## config.mk

```make
export PLATFORM = sky130hd
export DESIGN_NAME = i2c_write_expander
export DESIGN_NICKNAME = d
export VERILOG_FILES = /design/src/rtl/fmc_i2c_pkg.sv /design/src/rtl/i2c_write_expander.sv
export SDC_FILE = /design/constraint.sdc
export NUM_CORES = 1
export LEC_CHECK = 0
export ABC_AREA = 1
export BUFFER_PORTS_ARGS = -buffer_cell sky130_fd_sc_hd__clkbuf_2
export CORE_UTILIZATION = 30
export CTS_BUF_LIST = sky130_fd_sc_hd__clkbuf_4 sky130_fd_sc_hd__clkbuf_8 sky130_fd_sc_hd__clkbuf_16
export DETAILED_ROUTE_END_ITERATION = 7
export GPL_TIMING_DRIVEN = 0
export PLACE_DENSITY = 0.59
export SLEW_MARGIN = 25
export SYNTH_ARGS = -nofsm -noshare
export SYNTH_HDL_FRONTEND = slang
export SYNTH_SLANG_ARGS = --single-unit
```

## constraint.sdc

```tcl
create_clock -name clk -period 1.9 [get_ports clk]
set_clock_uncertainty 0.2 [all_clocks]
set_input_delay 0.38 -clock clk [delete_from_list [all_inputs] [get_ports clk]]
set_output_delay 0.38 -clock clk [all_outputs]
set_load 0.05 [all_outputs]
```

## src/rtl/fmc_i2c_pkg.sv

```systemverilog
// Shared FMC I2C constants: PCA9548APW switch / PCA8574APW expander addressing,
// FSM state indices and step numbers used by the expander write and read engines.
package fmc_i2c_pkg;

    localparam logic [3:0] PCA9548_BASE = 4'b1110;
    localparam logic       PCA9548_A2   = 1'b1;
    localparam logic [6:0] PCA8574_ADR7 = 7'b0111000;
    localparam logic       RW_WRITE     = 1'b0;
    localparam logic       RW_READ      = 1'b1;

    localparam int unsigned ST_IDLE      = 0;
    localparam int unsigned ST_INIT      = 1;
    localparam int unsigned ST_REQ_BYTE  = 2;
    localparam int unsigned ST_WAIT_BYTE = 3;
    localparam int unsigned ST_CHECK_CNT = 4;
    localparam int unsigned ST_INC_CNTR  = 5;
    localparam int unsigned ST_DONE      = 6;
    localparam int unsigned ST_ERROR     = 7;

    typedef enum logic [7:0] {
        StIdle     = 8'(1 << ST_IDLE),
        StInit     = 8'(1 << ST_INIT),
        StReqByte  = 8'(1 << ST_REQ_BYTE),
        StWaitByte = 8'(1 << ST_WAIT_BYTE),
        StCheckCnt = 8'(1 << ST_CHECK_CNT),
        StIncCntr  = 8'(1 << ST_INC_CNTR),
        StDone     = 8'(1 << ST_DONE),
        StError    = 8'(1 << ST_ERROR)
    } fsm_state_e;

    localparam logic [2:0] STEP_CHAN_SEL = 3'd0;
    localparam logic [2:0] STEP_PORT_WR  = 3'd1;
    localparam logic [2:0] STEP_READBACK = 3'd2;
    localparam logic [2:0] STEP_DESEL_RB = 3'd3;
    localparam logic [2:0] STEP_DESEL    = 3'd2;

    // Write address of the PCA9548APW switch for a given FMC location.
    function automatic logic [7:0] pca9548_adr(input logic [1:0] fmc_loc);
        return {PCA9548_BASE, PCA9548_A2, fmc_loc, RW_WRITE};
    endfunction

endpackage

```

## src/rtl/i2c_write_expander.sv

```systemverilog
// Selects an FMC I2C switch channel, writes the PCA8574APW port and deselects again.
// Define I2C_WRITE_EXPANDER_READBACK_EN to add a read-back/compare step before deselect.
module i2c_write_expander
    import fmc_i2c_pkg::*;
(
    input  logic       clk,
    input  logic       reset,
    input  logic       sm_start,
    output logic       sm_running,
    input  logic [1:0] fmc_loc,
    input  logic [7:0] channel_sel,
    input  logic [7:0] reg_in,
    output logic       write_done,
    output logic       write_error,
    output logic       readback_mismatch,
    output logic [7:0] rd_value,
    input  logic       i2c_wr_byte_done,
    input  logic       i2c_byte_error,
    input  logic       i2c_byte_rdy,
    input  logic [7:0] i2c_rd_dat,
    output logic       i2c_rd_byte_ctrl,
    output logic [7:0] i2c_dev_adr,
    output logic [7:0] i2c_reg_dat,
    output logic       i2c_start_write,
    output logic       i2c_start_read
);

`ifdef I2C_WRITE_EXPANDER_READBACK_EN
    localparam logic [2:0] LastStep   = STEP_DESEL_RB;
    localparam bit         ReadbackEn = 1'b1;
`else
    localparam logic [2:0] LastStep   = STEP_DESEL;
    localparam bit         ReadbackEn = 1'b0;
`endif

    fsm_state_e state_q, state_d;
    logic [2:0] cnt_q, cnt_d;
    logic [7:0] reg_q, reg_d;
    logic       rd_step;
    logic       busy_d;
    logic [7:0] step_adr, step_dat;
    logic       step_rd;

    always_comb begin
        state_d = state_q;
        cnt_d   = cnt_q;
        reg_d   = reg_q;
        unique case (state_q)
            StIdle:     state_d = StInit;
            StInit: begin
                if (sm_start) begin
                    state_d = StReqByte;
                    reg_d   = reg_in;
                end
            end
            StReqByte:  state_d = StWaitByte;
            StWaitByte: begin
                if (i2c_byte_error) begin
                    state_d = StError;
                end else if (i2c_wr_byte_done || i2c_byte_rdy) begin
                    state_d = StCheckCnt;
                end
            end
            StCheckCnt: state_d = (cnt_q == LastStep) ? StDone : StIncCntr;
            StIncCntr:  state_d = StReqByte;
            StDone:     state_d = StInit;
            StError:    state_d = StInit;
            default:    state_d = StIdle;
        endcase
        if (state_d == StInit) begin
            cnt_d = '0;
        end else if (state_d == StIncCntr && state_q != StIncCntr) begin
            cnt_d = cnt_q + 3'd1;
        end
    end

    assign rd_step = ReadbackEn && (cnt_d == STEP_READBACK);
    assign busy_d  = (state_d == StReqByte) || (state_d == StWaitByte);

    // Byte descriptor for the upcoming step, loaded ahead of the start request.
    always_comb begin
        step_adr = pca9548_adr(fmc_loc);
        step_dat = 8'h00;
        step_rd  = RW_WRITE;
        if (cnt_d == STEP_CHAN_SEL) begin
            step_dat = channel_sel;
        end else if (cnt_d == STEP_PORT_WR) begin
            step_adr = {PCA8574_ADR7, RW_WRITE};
            step_dat = reg_d;
        end else if (rd_step) begin
            step_adr = {PCA8574_ADR7, RW_READ};
            step_rd  = RW_READ;
        end
    end

    always_ff @(posedge clk) begin
        if (reset) begin
            state_q           <= StIdle;
            cnt_q             <= '0;
            reg_q             <= '0;
            sm_running        <= 1'b0;
            write_done        <= 1'b0;
            write_error       <= 1'b0;
            readback_mismatch <= 1'b0;
            rd_value          <= 8'h00;
            i2c_rd_byte_ctrl  <= 1'b0;
            i2c_dev_adr       <= 8'h00;
            i2c_reg_dat       <= 8'h00;
            i2c_start_write   <= 1'b0;
            i2c_start_read    <= 1'b0;
        end else begin
            state_q           <= state_d;
            cnt_q             <= cnt_d;
            reg_q             <= reg_d;
            sm_running        <= !(state_d inside {StIdle, StInit});
            write_done        <= (state_d == StDone);
            write_error       <= (state_d == StError);
            // rd_value was captured at the read step, well before DONE is entered.
            readback_mismatch <= ReadbackEn && (state_d == StDone) && (rd_value != reg_q);
            i2c_rd_byte_ctrl  <= step_rd;
            i2c_dev_adr       <= step_adr;
            i2c_reg_dat       <= step_dat;
            i2c_start_write   <= busy_d && !rd_step;
            i2c_start_read    <= busy_d && rd_step;
            if (ReadbackEn && rd_step && state_q == StWaitByte && state_d == StCheckCnt) begin
                rd_value <= i2c_rd_dat;
            end
        end
    end

endmodule
```

==> results of run 1 <==
-- critical path, cell delays in order, from the launching register on --
cell,delay (ps)
dfxtp_2,340
inv_1,50
ha_1,200
nand2_2,90
nand3_2,110
nand2_1,70
nand2_1,70
nor2_4,200
nand3_4,130
inv_4,90
nand2_1,50
o21ai_1,60
-- synth_stat cells, drive strengths merged --
cell / number
nor4: 4
nand2: 37
nand4: 8
or2: 1
a2111oi: 1
buf: 17
nor2: 37
dfxtp: 36
nand3b: 1
xnor2: 1
inv: 32
o21ai: 12
nor3: 4
a21oi: 7
nand3: 9
conb: 1
clkbuf: 1
ha: 2
-- stage by stage --
| stage | utilization | hold slack [ps] | cell area [µm²] | worst slack, ps | total power, µW |
|---|---|---|---|---|---|
| 2_1_floorplan | - | 257 | 1800 | 238 | 1090 |
| 3_3_place_gp | 0.376 | 310 | 2100 | 50.1 | 1160 |
| 3_5_place_dp | 0.376 | 311 | 2100 | 47.4 | 1160 |
| 4_1_cts | 0.396 | 74.8 | 2210 | 31.7 | 1840 |
| 5_1_grt | 0.400 | 79.0 | 2230 | 14.0 | 1910 |
| 6_report | 0.400 | 79.3 | 2230 | 160 | 1830 |
-- cells by family after synthesis --
| family | after synthesis |
|---|---|
| AND/OR/NAND/NOR | 101 |
| buffers and inverters | 50 |
| flip-flops | 36 |
| XOR/XNOR | 1 |
| adder cells (fa/ha/maj) | 2 |
| AO/OA/AOI/OAI | 20 |
| other | 1 |
-- power groups by stage --
stage          sequential [µW]  combinational [µW]  clock, µW
2_1_floorplan              876                 218          0
3_3_place_gp               817                 343          0
3_5_place_dp               817                 346          0
4_1_cts                    800                 347        696
5_1_grt                    804                 375        730
6_report                   800                 344        684
-- metal layers --
layer	routed length, µm	up-vias	part of all wire	GRT usage
met5	0	-	0	0
met4	72	0	0.021	0.0759
met3	180	5	0.053	0.0267
met2	1610	40	0.47	0.208
met1	1530	621	0.45	0.153
li1	-	763	-	-
-- cell type report --
type / instances / area (µm²) / area share
Tap cell: 72 / 90.1 / 0.0404
Inverter: 32 / 125 / 0.0561
Timing Repair Buffer: 44 / 225 / 0.101
Sequential cell: 36 / 722 / 0.324
Multi-Input combinational cell: 136 / 818 / 0.367
Buffer: 18 / 138 / 0.0617
Clock inverter: 2 / 35.0 / 0.0157
Clock buffer: 6 / 76.3 / 0.0342
-- worst max-delay path by stage --
stage | startpoint | end | slack [ps] | cells after the start
after floorplan | cnt_q[0] | i2c_reg_dat[7] | 240 | 10
after CTS | cnt_q[0] | i2c_reg_dat[2] | 30 | 11
after detailed placement | cnt_q[0] | i2c_reg_dat[2] | 50 | 11
after global placement | cnt_q[0] | i2c_reg_dat[2] | 50 | 11
final | cnt_q[0] | i2c_reg_dat[2] | 160 | 11
after global routing | cnt_q[0] | i2c_reg_dat[7] | 10 | 11
-- layout by cell type (no fill, tap or decap), drive strengths merged, types with 8 or more instances in the layout --
master / Yosys / final
inv: 32 / 32
clkbuf: 1 / 49
nand2: 37 / 37
nor2: 37 / 37
dfxtp: 36 / 36
buf: 17 / 19
conb: 1 / 12
nand4: 8 / 8
nand3: 9 / 9
o21ai: 12 / 12
-- registers in the layout (all words and copies together) (netlist names) --
register,flops
i2c_reg_dat,8
reg_q,8
state_q,8
i2c_dev_adr,5
cnt_q,3
i2c_start_write,1
sm_running,1
write_done,1
write_error,1
-- timing repair --
item / CTS / global route
setup buffers: 0 / 2
endpoints found under the hold margin: 0 / 0
gates resized for setup: 0 / 3
setup endpoints to repair: 0 / 11
==> summary.md, run 1 <==
| Metric | Value |
|---|---|
| Combinational power share | `0.188` |
| Startpoint Class | `register` |
| Diodes inserted | `0` |
| GRT overflow | `0` |
| CTS max path bufs | `2` |
| Routed wire length | `3400 µm` |
| Row count | `27` |
| Initial Utilization | `0.315` |
| Via Count | `around 1,400` |
| Largest family of logic cells by synthesized area | `simple AND/OR/NAND/NOR gates` |
| Avg Inst Size Synth | `about 8.3 µm²` |
| Total CTS buffers | `5` |
| CP Max Fanout | `5` |
| Reg-to-reg critical path endpoint | `i2c_reg_dat[2]` |
| Io pins | `63` |
| Final nets | `307` |
| Final critical-path share of the clock period | `0.916` |
| Hold crit path type | `in -> reg` |
| Synth top area cells | `dfxtp_1, buf_4, nor2_1, nand2_1, inv_1` |
| Placed cells | `between 300 and 400` |
| Synth Area in Simple Gates | `0.349` |
| Clk_lat worst skew | `about 280 ps` |
| Leading area contributor after synthesis | `dfxtp_1` |
| Core area | `5570 µm²` |
| Clock network power share | `0.374` |
| Compound-cell area share of the yosys netlist | `0.0713` |
| Hold wc startpoint | `fmc_loc[0]` |
| Leakage power | `roughly 0.0011 µW` |
| WHS Endpoint | `i2c_dev_adr[1]` |
| Library cells used by synthesis | `35` |
| Crit end category | `register` |
| Largest net degree at the start of global routing | `12` |
| DR pass1 iterations | `4` |
| WS Path Type | `reg -> reg` |
| Mux contribution to synthesized area | `0` |
| RSZ-0062 raised after global routing | `no` |
| Adder-cell area share of the yosys netlist | `0.0143` |
| FF+latch count, synth | `36` |
| Mapped Cells | `around 210` |
| Fillcell total | `slightly below 600` |
| Post-synth top area share | `0.411` |
| Max IR drop VDD | `roughly 0.33 mV` |
| Relative slew slack | `0.632` |
| Routed wire per std cell | `slightly below 10 µm` |
| Maximum clock frequency | `575 MHz` |
| Via density | `approximately 4.1` |
| Max-Cap Viols | `0` |
| Die area | `just over 6000 µm²` |
| Cells on worst reg2reg path | `11` |
| Fin cells | `approximately 350` |
| Worst-path clk slew | `80 ps` |
| Die Width | `between 70 and 80 µm` |
| Synth Area in XOR/XNOR | `0.00499` |
| Synth Warn # | `0` |
| Internal Dissipation | `1290 µW` |
| Outcome | `complete, no violations` |
| Sequential-to-total area share from yosys stat | `0.411` |
| Cts hold-fix bufs | `0` |
| DR iter-0 viols | `58` |
| P&R area growth vs syn | `27.0%` |
| Vias in the first global route | `around 1,400` |
| Final worst path period need | `roughly 1700 ps` |
| # port buffers | `42` |
| Layout cells sized above 1 | `0.405` |
| Actual slew at the worst max-slew pin | `552 ps` |
| Post-route ant nets | `0` |
| Worst r2r src | `cnt_q[0]` |
| DRC Markers | `0` |
| Hold Path Depth | `3` |
| Total global-route track usage | `0.127` |
| Clock Sinks | `36` |
| First-pass GRT wire length | `between 6000 and 7000 µm` |
| DP HPWL | `approximately 2600 µm` |
| Finish-stage setup viols | `0` |
| TritonCTS clock tree | `yes` |
| Mapped cell area | `approximately 1800 µm²` |
| GP Congestion | `0.742` |
| Setup_tns | `0 ps` |
| Initial antenna violation count | `0` |
| Reg power frac | `0.438` |
| Req. time, crit path | `roughly 1900 ps` |
| DIE HEIGHT | `between 70 and 80 µm` |
| CTS root buf | `clkbuf_8` |
| CP arrival | `1760 ps` |
| Sw Pwr | `approximately 540 µW` |
| Final hold violation count | `0` |
| Sw Share | `0.294` |
| H-tree lvl count | `2` |
| Final Max Tran Viols | `0` |
| Power Density | `~820 nW/µm²` |
| R2R Setup Slk | `160 ps` |
No activity file was read; power rests on OpenSTA's default activity.
==> run 2: changes to the inputs <==
--- a/config.mk
+++ b/config.mk
@@ -5,13 +5,12 @@
 export SDC_FILE = /design/constraint.sdc
 export NUM_CORES = 1
 export LEC_CHECK = 0
-export ABC_AREA = 1
 export BUFFER_PORTS_ARGS = -buffer_cell sky130_fd_sc_hd__clkbuf_2
 export CORE_UTILIZATION = 30
 export CTS_BUF_LIST = sky130_fd_sc_hd__clkbuf_4 sky130_fd_sc_hd__clkbuf_8 sky130_fd_sc_hd__clkbuf_16
 export DETAILED_ROUTE_END_ITERATION = 7
 export GPL_TIMING_DRIVEN = 0
-export PLACE_DENSITY = 0.59
+export PLACE_DENSITY = 0.6
 export SLEW_MARGIN = 25
 export SYNTH_ARGS = -nofsm -noshare
 export SYNTH_HDL_FRONTEND = slang
==> run 2 against run 1 <==
  * The run now ends with negative setup slack left
  * Critical endpoint is now i2c_dev_adr[1]
  * Wire length up 4.5%
  * Flip-flop and latch count stayed put
  * Critical path depth shrank 4
  * Sequential share of layout area up 0.73 points
  * Critical path type unchanged
  * Combinational power grew 21%
  * Via count down 4.4%
  * Hold slack about the same
  * Sequential power rose by 1%
  * Highest routed layer unchanged
==> summary.md, run 2 <==
| Metric | Value |
|---|---|
| Outcome | `finished, violations left` |
| Failing checks | `negative setup slack` |
| Synth Area in Simple Gates | `0.230 (-0.119)` |
| CTS max path bufs | `2 (unchanged)` |
| CTS root buf | `clkbuf_8` |
| DIE HEIGHT | `74.8 µm (-4.7%)` |
| Post-synth top area share | `0.453 (+0.0423)` |
| Maximum clock frequency | `462 MHz (-20%)` |
| Final worst path period need | `2170 ps (+426 ps)` |
| Post-synth top flop | `dfxtp_1` |
| Final critical-path share of the clock period | `1.14 (+0.224)` |
| Core area | `5110 µm² (-8.4%)` |
| Final Worst Setup Slack | `-266 ps (-426 ps)` |
| Worst-path clk slew | `70 ps (about the same)` |
| Cts hold-fix bufs | `0 (unchanged)` |
| Clk_lat worst skew | `290 ps (about the same)` |
| Core Util, Final | `0.437 (+0.0373)` |
| DRC Markers | `0 (unchanged)` |
| Die Width | `74.8 µm (-4.7%)` |
| Setup_tns | `-3020 ps (-3020 ps)` |
| Mux contribution to synthesized area | `0.0597 (+0.0597)` |
| Total global-route track usage | `0.128 (+0.000547)` |
| Reg-to-reg critical path endpoint | `i2c_dev_adr[1]` |
| DR iter-0 viols | `50 (-14%)` |
| Finish-stage setup viols | `16 (+16)` |
| Layout cells sized above 1 | `0.436 (+0.0313)` |
| Fin area | `2230 µm² (+0.17%)` |
| Startpoint Class | `register` |
| CP arrival | `2120 ps (+360 ps)` |
| WS Path Type | `reg -> reg` |
| Worst Setup SP | `cnt_q[0]` |
| Relative slew slack | `0.602 (-0.0306)` |
| Sequential-to-total area share from yosys stat | `0.453 (+0.0423)` |
| Compound-cell area share of the yosys netlist | `0.119 (+0.0474)` |
| Io pins | `63 (unchanged)` |
| DP HPWL | `2360 µm (-8.7%)` |
| Initial antenna violation count | `0 (unchanged)` |
| Crit end category | `register` |
| R2R Setup Slk | `-270 ps (-430 ps)` |
| Mapped cell area | `1590 µm² (-9.3%)` |
| FF+latch count, synth | `36 (unchanged)` |
| TritonCTS clock tree | `yes` |
| RSZ-0062 raised after global routing | `yes` |
| Total CTS buffers | `5 (unchanged)` |
| CP Max Fanout | `6 (+1)` |
| Largest family of logic cells by synthesized area | `simple AND/OR/NAND/NOR gates` |
| Diodes inserted | `0 (unchanged)` |
| Max-Cap Viols | `0 (unchanged)` |
| Final Max Tran Viols | `0 (unchanged)` |
| CP Capture Point | `i2c_dev_adr[1]` |
| Number of synthesized flops with an enable pin | `0 (unchanged)` |
| Clock network power share | `0.354 (-0.020)` |
| Actual slew at the worst max-slew pin | `598 ps (+45.9 ps)` |
| Avg Inst Size Synth | `9.47 µm² (+14%)` |
| Sw Share | `0.288 (-0.00547)` |
| Biggest regs | `i2c_reg_dat (8), reg_q (8), state_q (8)` |
| Routed wire length | `3550 µm (+4.5%)` |
| Largest net degree at the start of global routing | `12 (unchanged)` |
| Post-route ant nets | `0 (unchanged)` |
| Post-synth top cells | `dfxtp_1, nor2_1, buf_4` |
| Req. time, crit path | `1850 ps (-70 ps)` |
| Reg power frac | `0.426 (-0.012)` |
| P&R area growth vs syn | `40.3%` |
| Row count | `26 (-3.7%)` |
| GP Congestion | `0.807 (+8.7%)` |
| Worst r2r src | `cnt_q[0]` |
| Clock Sinks | `36 (unchanged)` |
| Cells on worst reg2reg path | `7 (-4)` |
| Vias in the first global route | `1,158 (-16%)` |
| Adder-cell area share of the yosys netlist | `0.0157 (+0.00147)` |
| Commonest non-fill, non-tap cell in the layout | `clkbuf_2` |
| Library cells used by synthesis | `44 (+26%)` |
| Internal Dissipation | `1350 µW (+4.7%)` |
| Commonest cells after routing, fill and taps aside | `clkbuf_2, dfxtp_1, buf_4` |
| Hold crit path type | `in -> reg` |
| Via Count | `1,366 (-4.4%)` |
| Die area | `5600 µm² (-9.1%)` |
| Top-count cell post-synth | `dfxtp_1` |
| Async set-reset flop share out of synthesis | `0 (unchanged)` |
| Initial Utilization | `0.312 (-0.00332)` |
| Sw Pwr | `547 µW (+1.9%)` |
| Power Density | `850 nW/µm² (+3.7%)` |
| Synth Warn # | `0 (unchanged)` |
| GRT overflow | `0 (unchanged)` |
| Synth top area cells | `dfxtp_1, buf_4, a22o_1, nor2_1, mux2i_1` |
| Final nets | `269 (-12%)` |
| H-tree lvl count | `2 (unchanged)` |
| Leakage power | `0.00101 µW (-6.1%)` |
| DR pass1 iterations | `6 (+2)` |
| Max IR drop VDD | `0.258 mV (-23%)` |
| # port buffers | `42 (unchanged)` |
| Mapped Cells | `168 (-20%)` |
| First-pass GRT wire length | `5250 µm (-13%)` |
| Synth Area in XOR/XNOR | `0.0165 (+0.0115)` |
| Hold slack | `78.9 ps (-0.397 ps)` |
| Via density | `4.46 (+8.1%)` |
| Final hold violation count | `0 (unchanged)` |
| Routed wire per std cell | `11.6 µm (+18%)` |
| Leading area contributor after synthesis | `dfxtp_1` |
| Placed Area | `1950 µm² (-7.0%)` |
| Combinational power share | `0.220 (+0.032)` |
==> run 2: kinds of logic (layout without fill, tap and decap cells) <==
| group | after synthesis | after routing |
|---|---|---|
| and+or+nand+nor | 65 | 65 |
| AOI/OAI and AO/OA | 27 | 27 |
| adders and majority gates | 2 | 2 |
| DFF | 36 | 36 |
| buffers and inverters | 25 | 82 |
| other | 1 | 12 |
| xor gates and xnor gates | 3 | 3 |
| muxes | 9 | 9 |
==> run 2: power by group through the flow <==
stage	Sequential, µW	Combinational [µW]	Clock, µW
final	809	417	671
after global routing	814	445	721
after CTS	815	376	689
after detailed placement	817	361	0
after global placement	817	361	0
after floorplan	901	199	0
==> run 2: how the worst min path moves through the flow <==
stage / from / endpoint / slack (ps) / depth (start not counted)
finish: i2c_byte_error / state_q[4] / 80 / 2
global route: i2c_byte_error / state_q[4] / 80 / 2
CTS: i2c_byte_error / state_q[4] / 80 / 2
detailed placement: reg_q[0] / reg_q[0] / 290 / 2
global placement: reg_q[0] / reg_q[0] / 280 / 2
floorplan: reg_q[0] / reg_q[0] / 260 / 2
==> run 2: layout make-up <==
class | instances | area, µm²
sequential | 36 | 739
fill | 535 | 2870
tap | 70 | 87.6
buffer | 17 | 128
clock buffer | 6 | 76.3
clock inverter | 2 | 35.0
inverter | 2 | 7.51
timing repair buffer | 55 | 315
multi-input combinational | 118 | 845
==> run 2: metal layers <==
layer | vias up | track usage | wire, µm
li1 | 699 | - | -
met1 | 624 | 0.155 | 1530
met2 | 38 | 0.203 | 1750
met3 | 5 | 0.0428 | 208
met4 | 0 | 0.0629 | 58
met5 | - | 0 | 0
==> run 2: critical path, cell delays in order, from the launching register on <==
cell and delay (ps):
dfxtp_2 360, inv_1 80, ha_1 230, or3_4 380, a2111oi_2 340, a31o_1 190
and2_4 190, nor3b_1 50
==> run 2: timing repair <==
item                                    CTS  global route
pin swaps                                13            10
buffers inserted                          6             6
endpoints found under the setup margin   22            18
resized for setup                        23            15
cloned                                    0             1
==> run 2: metrics by stage <==
step / power, µW / setup WS [ps] / cells
3_5_place_dp: 1180 / -452 / 291
3_3_place_gp: 1180 / -437 / 291
2_1_floorplan: 1100 / -297 / 179
6_report: 1900 / -266 / 306
4_1_cts: 1880 / -273 / 299
5_1_grt: 1980 / -323 / 306
==> run 3: changes to the inputs <==
--- a/config.mk
+++ b/config.mk
@@ -11,7 +11,8 @@
 export DETAILED_ROUTE_END_ITERATION = 7
 export GPL_TIMING_DRIVEN = 0
 export PLACE_DENSITY = 0.6
-export SLEW_MARGIN = 25
+export SKIP_CTS_REPAIR_TIMING = 1
+export SLEW_MARGIN = 20
 export SYNTH_ARGS = -nofsm -noshare
 export SYNTH_HDL_FRONTEND = slang
 export SYNTH_SLANG_ARGS = --single-unit
==> constraint.sdc (replaced) <==
create_clock -name clk -period 2.59 [get_ports clk]
set_clock_uncertainty 0.2 [all_clocks]
set_input_delay 0.518 -clock clk [delete_from_list [all_inputs] [get_ports clk]]
set_output_delay 0.518 -clock clk [all_outputs]
set_load 0.05 [all_outputs]
==> run 3 against run 2 <==
  * Global-route usage shrank 1.1 points
  * Count of clock-buffer cells in the layout is 1 lower
  * Final area decreased by 9.1%
  * Power decreased by 35%
  * Highest routed layer unchanged
  * The flow now finishes without violations
  * Critical path type unchanged
  * Largest cell class unchanged
  * Die area stayed put
  * Combinational power down 37%
  * Hold slack improved by 150 ps
  * Wire length shrank 13%
==> summary.md, run 3 (synthesis results as in run 2) <==
| Metric | Value |
|---|---|
| Outcome | `complete, no violations` |
| Most frequent CP cell | `buf_6` |
| Buf/Inv on CP | `2 (+1)` |
| Delay of the slowest critical-path stage | `560 ps (+180 ps)` |
| Pre-CTS setup slack | `64.8 ps (+517 ps)` |
| Req. time, crit path | `2570 ps (+720 ps)` |
| Diodes inserted | `0 (unchanged)` |
| Max IR drop VDD | `0.222 mV (-14%)` |
| Routed wire per std cell | `10.4 µm (-11%)` |
| Die area | `5600 µm² (unchanged)` |
| Finish-stage setup viols | `0 (-16)` |
| Via density | `4.34 (-2.8%)` |
| Crit end category | `register` |
| Worst Setup SP | `state_q[7]` |
| Final nets | `262 (-2.6%)` |
| Reg-to-reg critical path endpoint | `i2c_reg_dat[6]` |
| CP arrival | `2390 ps (+270 ps)` |
| Io pins | `63 (unchanged)` |
| Total global-route track usage | `0.117 (-0.0113)` |
| Final worst path period need | `2410 ps (+240 ps)` |
| DRC Markers | `0 (unchanged)` |
| First-pass GRT wire length | `4780 µm (-8.9%)` |
| DIE HEIGHT | `74.8 µm (unchanged)` |
| Post-route ant nets | `0 (unchanged)` |
| Routed wire length | `3100 µm (-13%)` |
| Worst-path clk slew | `70 ps (about the same)` |
| GP Congestion | `0.804 (-0.29%)` |
| Placed Area | `1930 µm² (-0.96%)` |
| Die Width | `74.8 µm (unchanged)` |
| Core area | `5110 µm² (unchanged)` |
| DR pass1 iterations | `4 (-2)` |
| Layout cells sized above 1 | `0.349 (-0.0871)` |
| CTS max path bufs | `2 (unchanged)` |
| Vias in the first global route | `1,083 (-6.5%)` |
| Power Density | `610 nW/µm² (-28%)` |
| Total CTS buffers | `5 (unchanged)` |
| Actual slew at the worst max-slew pin | `710 ps (+112 ps)` |
| Via Count | `1,298 (-5.0%)` |
| Cells on worst reg2reg path | `7 (unchanged)` |
| Hold wc startpoint | `i2c_byte_error` |
| Startpoint Class | `register` |
| Hold crit path type | `in -> reg` |
| Maximum clock frequency | `416 MHz (-10%)` |
| P&R area growth vs syn | `27.6%` |
| Clock Sinks | `36 (unchanged)` |
| CTS root buf | `clkbuf_8` |
| Relative slew slack | `0.523 (-0.0788)` |
| Leakage power | `0.000937 µW (-7.7%)` |
| Commonest non-fill, non-tap cell in the layout | `clkbuf_2` |
| RSZ-0062 raised after global routing | `no` |
| WS Path Type | `reg -> reg` |
| Row count | `26 (unchanged)` |
| Clk_lat worst skew | `280 ps (about the same)` |
| GRT overflow | `0 (unchanged)` |
| Initial antenna violation count | `0 (unchanged)` |
| Final critical-path share of the clock period | `0.929 (-0.211)` |
| Crit-path slowest cell | `or4_1` |
| Final Max Tran Viols | `0 (unchanged)` |
| Max-Cap Viols | `0 (unchanged)` |
| Largest net degree at the start of global routing | `13 (+1)` |
| Initial Utilization | `0.312 (unchanged)` |
| CP Max Fanout | `8 (+2)` |
| Fin area | `2030 µm² (-9.1%)` |
| Biggest regs | `i2c_reg_dat (8), reg_q (8), state_q (8)` |
| # port buffers | `42 (unchanged)` |
| TritonCTS clock tree | `yes` |
| Worst r2r src | `state_q[7]` |
| CP Capture Point | `i2c_reg_dat[6]` |
| Commonest cells after routing, fill and taps aside | `clkbuf_2, dfxtp_1, nor2_1` |
| DP HPWL | `2320 µm (-1.8%)` |
| Final Worst Setup Slack | `184 ps (+450 ps)` |
| Final hold violation count | `0 (unchanged)` |
| Worst-path cell chain | `buf_6 -> or4_1 -> or3_4 -> a31o_1 -> and2_4 -> buf_6 -> a22o_1` |
| Largest delay share family, worst path | `simple AND/OR/NAND/NOR gates` |
| DR iter-0 viols | `50 (unchanged)` |
| Setup_tns | `0 ps (+3020 ps)` |
| R2R Setup Slk | `180 ps (+450 ps)` |
| H-tree lvl count | `2 (unchanged)` |
| Worst path depth | `7 (unchanged)` |
run 3: cell count changes in the layout (fill, tap and decap cells not counted), sizes merged:
cell,before,now
clkinv,2,4
buf,28,19
bufinv,1,0
clkbuf,50,51
run 3: where the power goes:
| group | total (µW) | internal (µW) | switching, µW |
|---|---|---|---|
| Sequential | 587 | 580 | 6.74 |
| Combinational | 264 | 82.3 | 181 |
| Clock | 388 | 187 | 201 |
| Total | 1240 | 849 | 389 |
run 3: metrics by stage:
stage                     power, µW  hold slack [ps]  cells   util
final                          1240              228    299  0.398
after global routing           1310              229    299  0.398
after CTS                      1250              222    299  0.395
after detailed placement        862              283    291  0.378
after global placement          861              283    291  0.378
after floorplan                 806              255    179      -
run 3: area by class of cell:
class	count	area, µm²
clock buffers	5	68.8
clock inverters	3	18.8
fillers	539	3080
repair buffers	42	210
multi-input cells	118	758
plain buffers	23	159
flip-flops and latches	36	721
well taps	70	87.6
inverters	2	7.51
run 3: how the worst min path moves through the flow:
stage / to / cells past startpoint
global placement: reg_q[0] / 2
CTS: state_q[4] / 2
detailed placement: reg_q[0] / 2
global route: i2c_reg_dat[7] / 2
finish: state_q[4] / 2
floorplan: reg_q[0] / 2
run 3: per-layer routing:
layer	up-vias	share of wire	global-route usage
met4	0	0.022	0.0692
li1	688	-	-
met1	573	0.45	0.133
met2	33	0.48	0.194
met5	-	0	0
met3	4	0.045	0.0335
run 3: worst reg2reg max path, cell delays in order, from the launching register on:
cell     delay, ps
dfxtp_1        310
buf_6          130
or4_1          560
or3_4          400
a31o_1         230
and2_4         160
buf_6          120
a22o_1         210
